$ cat config.mk
export PLATFORM = sky130hd
export DESIGN_NAME = biquad_sequencer
export DESIGN_NICKNAME = d
export VERILOG_FILES = /design/src/rtl/biquad_pkg.sv /design/src/rtl/biquad_mac.sv /design/src/rtl/biquad_sequencer.sv
export SDC_FILE = /design/constraint.sdc
export NUM_CORES = 2
export LEC_CHECK = 0
export CAP_MARGIN = 10
export CORE_ASPECT_RATIO = 0.75
export CORE_MARGIN = 3
export CORE_UTILIZATION = 50
export CTS_BUF_LIST = sky130_fd_sc_hd__clkbuf_8
export DETAILED_ROUTE_END_ITERATION = 16
export PLACE_DENSITY = 0.83
export REMOVE_ABC_BUFFERS = 1
export SETUP_SLACK_MARGIN = 0.02
export SYNTH_ARGS = -nofsm -noshare
export SYNTH_HDL_FRONTEND = slang
export SYNTH_SLANG_ARGS = --single-unit
$ cat constraint.sdc
create_clock -name clk -period 11.2 [get_ports clk]
set_clock_uncertainty 0.05 [all_clocks]
set_input_delay 1.12 -clock clk [delete_from_list [all_inputs] [get_ports clk]]
set_output_delay 1.12 -clock clk [all_outputs]
set_load 0.02 [all_outputs]
$ cat src/rtl/biquad_pkg.sv
// rtl/biquad_pkg.sv - shared constants, tap codes and state encoding for the biquad sequencer
package biquad_pkg;

  localparam int COEF_FRAC = 30;
  localparam int ACC_W     = 68;

  // Tap select codes understood by the filter memory block
  localparam logic [2:0] DIR_X0 = 3'd0;  // x[n], combinational
  localparam logic [2:0] DIR_X1 = 3'd1;  // x[n-1], registered
  localparam logic [2:0] DIR_X2 = 3'd2;  // x[n-2], registered
  localparam logic [2:0] DIR_Y1 = 3'd3;  // y[n-1], combinational
  localparam logic [2:0] DIR_Y2 = 3'd4;  // y[n-2], registered

  typedef enum logic [3:0] {
    ST_IDLE  = 4'd0,
    ST_T1    = 4'd1,
    ST_T2    = 4'd2,
    ST_T3    = 4'd3,
    ST_T4    = 4'd4,
    ST_T5    = 4'd5,
    ST_T6    = 4'd6,
    ST_ROUND = 4'd7,
    ST_UPD   = 4'd8
  } state_t;

  typedef enum logic [1:0] {
    MAC_NONE = 2'd0,
    MAC_CLR  = 2'd1,
    MAC_ADD  = 2'd2,
    MAC_SUB  = 2'd3
  } mac_op_t;

endpackage

$ cat src/rtl/biquad_mac.sv
// rtl/biquad_mac.sv - shared multiplier, 68-bit accumulator and round/saturate stage
module biquad_mac
  import biquad_pkg::*;
#(
  parameter int FRAC = 30
) (
  input  logic        clk,
  input  logic        reset,
  input  mac_op_t     i_op,
  input  logic [31:0] i_coef,
  input  logic [31:0] i_data,
  input  logic        i_round,
  output logic [31:0] o_y_new
);

  localparam logic signed [ACC_W-1:0] SAT_MAX  = (ACC_W'(1) <<< 31) - ACC_W'(1);
  localparam logic signed [ACC_W-1:0] SAT_MIN  = -(ACC_W'(1) <<< 31);
  localparam logic signed [ACC_W-1:0] HALF_LSB = ACC_W'(1) <<< (FRAC - 1);

  logic signed [63:0]      w_prod;
  logic signed [ACC_W-1:0] w_prod_ext;
  logic signed [ACC_W-1:0] w_rnd;
  logic signed [ACC_W-1:0] w_shift;
  logic [31:0]             w_sat;
  logic signed [ACC_W-1:0] r_acc;
  logic [31:0]             r_y_new;

  // Full-precision product, sign-extended so five terms can never wrap the accumulator
  assign w_prod     = $signed(i_coef) * $signed(i_data);
  assign w_prod_ext = {{(ACC_W - 64){w_prod[63]}}, w_prod};

  // Round half up, then drop the fractional coefficient bits arithmetically
  assign w_rnd   = r_acc + HALF_LSB;
  assign w_shift = w_rnd >>> FRAC;

  // Clamp to the 32-bit signed range
  always_comb begin
    w_sat = w_shift[31:0];
    if (w_shift > SAT_MAX) begin
      w_sat = 32'h7FFF_FFFF;
    end else if (w_shift < SAT_MIN) begin
      w_sat = 32'h8000_0000;
    end
  end

  // Accumulator: cleared at sample accept, add/subtract one product per tap cycle
  always_ff @(posedge clk) begin
    if (reset) begin
      r_acc <= '0;
    end else begin
      case (i_op)
        MAC_CLR: r_acc <= '0;
        MAC_ADD: r_acc <= r_acc + w_prod_ext;
        MAC_SUB: r_acc <= r_acc - w_prod_ext;
        default: r_acc <= r_acc;
      endcase
    end
  end

  // Rounded, saturated result captured once per sample
  always_ff @(posedge clk) begin
    if (reset) begin
      r_y_new <= '0;
    end else if (i_round) begin
      r_y_new <= w_sat;
    end
  end

  assign o_y_new = r_y_new;

endmodule

$ cat src/rtl/biquad_sequencer.sv
// rtl/biquad_sequencer.sv - nine-state sequencer driving one shared MAC across the five biquad taps
module biquad_sequencer #(
  parameter int COEF_FRAC = biquad_pkg::COEF_FRAC
) (
  input  logic        clk,
  input  logic        reset,
  input  logic        in_valid,
  output logic        in_ready,
  input  logic [31:0] x_in,
  input  logic [31:0] b0,
  input  logic [31:0] b1,
  input  logic [31:0] b2,
  input  logic [31:0] a1,
  input  logic [31:0] a2,
  output logic [2:0]  dir,
  output logic        x_enable,
  output logic        y_enable,
  output logic [31:0] x,
  output logic [31:0] y,
  input  logic [31:0] out_mem,
  output logic        out_valid
);

  import biquad_pkg::*;

  state_t      r_state;
  state_t      w_next;
  logic [31:0] r_x;
  logic [31:0] r_y;
  logic [31:0] r_b0;
  logic [31:0] r_b1;
  logic [31:0] r_b2;
  logic [31:0] r_a1;
  logic [31:0] r_a2;

  logic        w_accept;
  logic        w_in_ready;
  logic [2:0]  w_dir;
  mac_op_t     w_op;
  logic [31:0] w_coef;
  logic        w_round;
  logic        w_upd;
  logic [31:0] w_y_new;

  assign w_accept = in_valid & w_in_ready;

  // State register
  always_ff @(posedge clk) begin
    if (reset) begin
      r_state <= ST_IDLE;
    end else begin
      r_state <= w_next;
    end
  end

  // Sample and coefficient capture at accept; output y updated at the end of UPD
  always_ff @(posedge clk) begin
    if (reset) begin
      r_x  <= '0;
      r_y  <= '0;
      r_b0 <= '0;
      r_b1 <= '0;
      r_b2 <= '0;
      r_a1 <= '0;
      r_a2 <= '0;
    end else begin
      if (w_accept) begin
        r_x  <= x_in;
        r_b0 <= b0;
        r_b1 <= b1;
        r_b2 <= b2;
        r_a1 <= a1;
        r_a2 <= a2;
      end
      if (w_upd) begin
        r_y <= w_y_new;
      end
    end
  end

  // Next state, tap select and MAC control; registered taps are consumed one cycle after selection
  always_comb begin
    w_next     = r_state;
    w_in_ready = 1'b0;
    w_dir      = DIR_X0;
    w_op       = MAC_NONE;
    w_coef     = '0;
    w_round    = 1'b0;
    w_upd      = 1'b0;
    case (r_state)
      ST_IDLE: begin
        w_in_ready = 1'b1;
        if (in_valid) begin
          w_op   = MAC_CLR;
          w_next = ST_T1;
        end
      end
      ST_T1: begin
        w_dir  = DIR_X1;
        w_next = ST_T2;
      end
      ST_T2: begin
        w_dir  = DIR_X2;
        w_op   = MAC_ADD;
        w_coef = r_b1;
        w_next = ST_T3;
      end
      ST_T3: begin
        w_dir  = DIR_Y2;
        w_op   = MAC_ADD;
        w_coef = r_b2;
        w_next = ST_T4;
      end
      ST_T4: begin
        w_dir  = DIR_Y2;
        w_op   = MAC_SUB;
        w_coef = r_a2;
        w_next = ST_T5;
      end
      ST_T5: begin
        w_dir  = DIR_X0;
        w_op   = MAC_ADD;
        w_coef = r_b0;
        w_next = ST_T6;
      end
      ST_T6: begin
        w_dir  = DIR_Y1;
        w_op   = MAC_SUB;
        w_coef = r_a1;
        w_next = ST_ROUND;
      end
      ST_ROUND: begin
        w_round = 1'b1;
        w_next  = ST_UPD;
      end
      ST_UPD: begin
        w_upd  = 1'b1;
        w_next = ST_IDLE;
      end
      default: begin
        w_next = ST_IDLE;
      end
    endcase
  end

  biquad_mac #(
    .FRAC (COEF_FRAC)
  ) u_mac (
    .clk     (clk),
    .reset   (reset),
    .i_op    (w_op),
    .i_coef  (w_coef),
    .i_data  (out_mem),
    .i_round (w_round),
    .o_y_new (w_y_new)
  );

  assign in_ready  = w_in_ready;
  assign dir       = w_dir;
  assign x_enable  = w_upd;
  assign y_enable  = w_upd;
  assign out_valid = w_upd;
  assign x         = r_x;
  // During UPD the memory block must see the fresh result as it shifts
  assign y         = w_upd ? w_y_new : r_y;

endmodule
==> impl_metrics.tcl <==
set metrics [dict create \
    yosysUniqueCellTypes 87 \
    core-area_um2 108000 \
    fillers 7925 \
    post-route-util_pct 64.5 \
    die_y_um 292 \
    netlist_instances 6297 \
    power-per-cell-area_nw_per_um2 216 \
    placed_area_um2 65200 \
    fin_ws_ps -854 \
    syn_area_per_cell_um2 8.66 \
    area_delta_synth_final_pct 27.4 \
    post-route-min-period_ps 12050 \
    seq_area_um2 6570 \
    setup_viol 27 \
    worstHoldPathType "flop to flop" \
    first_pass_iters 7 \
    synth.most_common_cell "fa_1" \
    rows 104 \
    final_cell_area_um2 69500 \
    clk_path_buf_depth 3 \
    port_buffers 297 \
    drtIter0Drc 4442 \
    routed-via-count 49100 \
    power_mw 15.0 \
    die_area_um2 113000 \
    place_congestion 0.942 \
    initial_core_util_pct 50.6 \
    yosys-top-cells-area "fa_1 40%, dfxtp_1 12%, nand2_1 7.3%, inv_1 6.7%, and2_1 5.9%" \
    cts-root-buf "clkbuf_8" \
    dp_worst_setup_slack_ps -1310 \
    outcome "finished with violations" \
    routedWlPerCell_um 20.4 \
    dp.cells 8493 \
    htree_num_levels 2 \
    finalWirelength_um 178000 \
    overflow 0 \
    fmax_mhz 83.0 \
    tritoncts "done" \
    yosysSeqAreaShare_pct 12.0 \
    drcViolationCount 0 \
    clk_pin_slew_ps 80 \
    antenna_found_initial 11 \
    async_flop_share_pct 0 \
    yosys-top-cells-count "1083 x fa_1, 1055 x nand2_1, 972 x inv_1, 516 x and2_1, 356 x a21oi_1" \
    grt_pass1_wl_um 270000 \
    dp_hpwl_um 132000 \
    cap_viol_max_count 0 \
    track_usage_pct 29.6 \
    ant_nets 0 \
    worst_setup_path_end_kind "flop" \
    clock_latency_ps 680 \
    critPathSlowestCell "fa_1" \
    vdd_drop_max_mv 0.263 \
    ios 298 \
    synth_area_um2 54600 \
    stdcell_count 8699 \
    slew_violations 0 \
    grt_pass1_vias 51200 \
    max_stage_delay_ps 600 \
    grt_max_degree 134 \
    synth-seq-cells 328 \
    synth_edf_count 0 \
    multi_input_area_um2 44700 \
    yosys.area.top_type "fa_1" \
    p_leak_nw 32.6 \
    ff2ff_setup_slack_ps -850 \
    drive_gt1_share_pct 18.9 \
    critPathRequiredTime_ps 11650 \
    critPathKind "flop to flop" \
    cp-start-kind "flop" \
    cts_buffers 50 \
    violations "setup timing" \
    rsz0062_at_grt "true" \
    worst_pin_slew_ps 1240 \
    final_hold_viol_count 0 \
    yosys_warnings 0 \
    die_w_um 387 \
    final.period_utilization_pct 108 \
    slew_headroom_pct 17.2 \
    cp_data_arrival_time_ps 12500 \
    synth_top_area_share_pct 39.7 \
    fin_nets 8783 \
    cp_common_cell "fa_1" \
    synthFlopType "dfxtp_1" \
    crit_fanout 6 \
    avgViaCountPerCell 5.64 \
    clock-sinks 328 \
]
flip-flops by register name (all words and copies together) (netlist names):
signal	flops
r_a1	32
r_a2	32
r_b0	32
r_b1	32
r_b2	32
r_state	4
r_y	32
u_mac.o_y_new	32
u_mac.r_acc	68
x	32
what timing repair did:
item                                    CTS  global route
hold buffers                              0             0
cloned                                    7            14
setup buffers                            35            55
gates resized for setup                 136           276
endpoints found under the setup margin   33            40
pin swaps                                42           189
logic make-up after synthesis:
| family | after synthesis | synth area share, % |
|---|---|---|
| adders and majority gates | 1336 | 45.5 |
| muxes | 39 | 0.798 |
| DFF | 328 | 12.0 |
| buffers and inverters | 1331 | 9.17 |
| and+or+nand+nor | 2166 | 18.9 |
| AOI/OAI and AO/OA | 879 | 10.1 |
| xor gates and xnor gates | 218 | 3.50 |
cell usage in the layout (no fill, tap or decap), drive strengths merged, types with 45 or more instances in the layout:
| cell | netlist | final |
|---|---|---|
| nor3 | 60 | 60 |
| inv | 972 | 986 |
| a21o | 60 | 60 |
| nor2b | 54 | 54 |
| clkdlybuf4s50 | 0 | 296 |
| nand3 | 77 | 77 |
| nand4 | 45 | 45 |
| nor2 | 232 | 232 |
| xnor2 | 128 | 128 |
| a21oi | 358 | 358 |
| ha | 253 | 253 |
| o21ai | 135 | 135 |
| dfxtp | 328 | 328 |
| clkbuf | 348 | 75 |
| a22oi | 101 | 101 |
| xor2 | 90 | 90 |
| fa | 1083 | 1083 |
| and2 | 518 | 518 |
| nand2 | 1055 | 1055 |
| buf | 11 | 918 |
power by group:
group | internal, mW | switching, mW
Clock | 0.581 | 0.530
Sequential | 1.31 | 0.128
Combinational | 6.02 | 6.46
layout make-up:
cell class,instances,share of cell area (%)
clock buffers,62,1.23
repair buffers,1230,16.7
inverters,972,5.25
well taps,1431,2.58
flip-flops and latches,328,9.46
clock inverters,32,0.384
multi-input cells,4638,64.3
diodes,6,0.0216
critical path, delay by kind of cell (launching register included):
kind | cells | cell delay [ps]
AND/OR/NAND/NOR | 12 | 1980
AO/OA/AOI/OAI | 13 | 2630
buffers and inverters | 14 | 1640
flip-flops | 1 | 330
XOR/XNOR | 3 | 690
adder cells (fa/ha/maj) | 10 | 4550
metrics by stage:
step | hold WS, ps | setup TNS, ps
floorplan | 375 | -54130
global placement | 391 | -17630
detailed placement | 396 | -20300
CTS | 405 | -5340
global route | 419 | -21680
finish | 403 | -11020
path summary, 6_finish.rpt:
| path | from | to | depth (start not counted) |
|---|---|---|---|
| max | r_state[3]$_SDFFE_PP0P_ | u_mac.r_acc[61]$_SDFFE_PP0P_ | 52 |
| min | x[7]$_SDFFE_PP0P_ | x[7]$_SDFFE_PP0P_ | 2 |
| max reg2reg | r_state[3]$_SDFFE_PP0P_ | u_mac.r_acc[61]$_SDFFE_PP0P_ | 52 |
| min reg2reg | x[7]$_SDFFE_PP0P_ | x[7]$_SDFFE_PP0P_ | 2 |
routing by layer:
layer | GRT usage [%] | share of wire, %
met5 | 0 | 0.015
met4 | 11.7 | 4.9
met3 | 7.08 | 12
met1 | 38.9 | 38
met2 | 47.3 | 46
No activity file was read; power rests on OpenSTA's default activity.
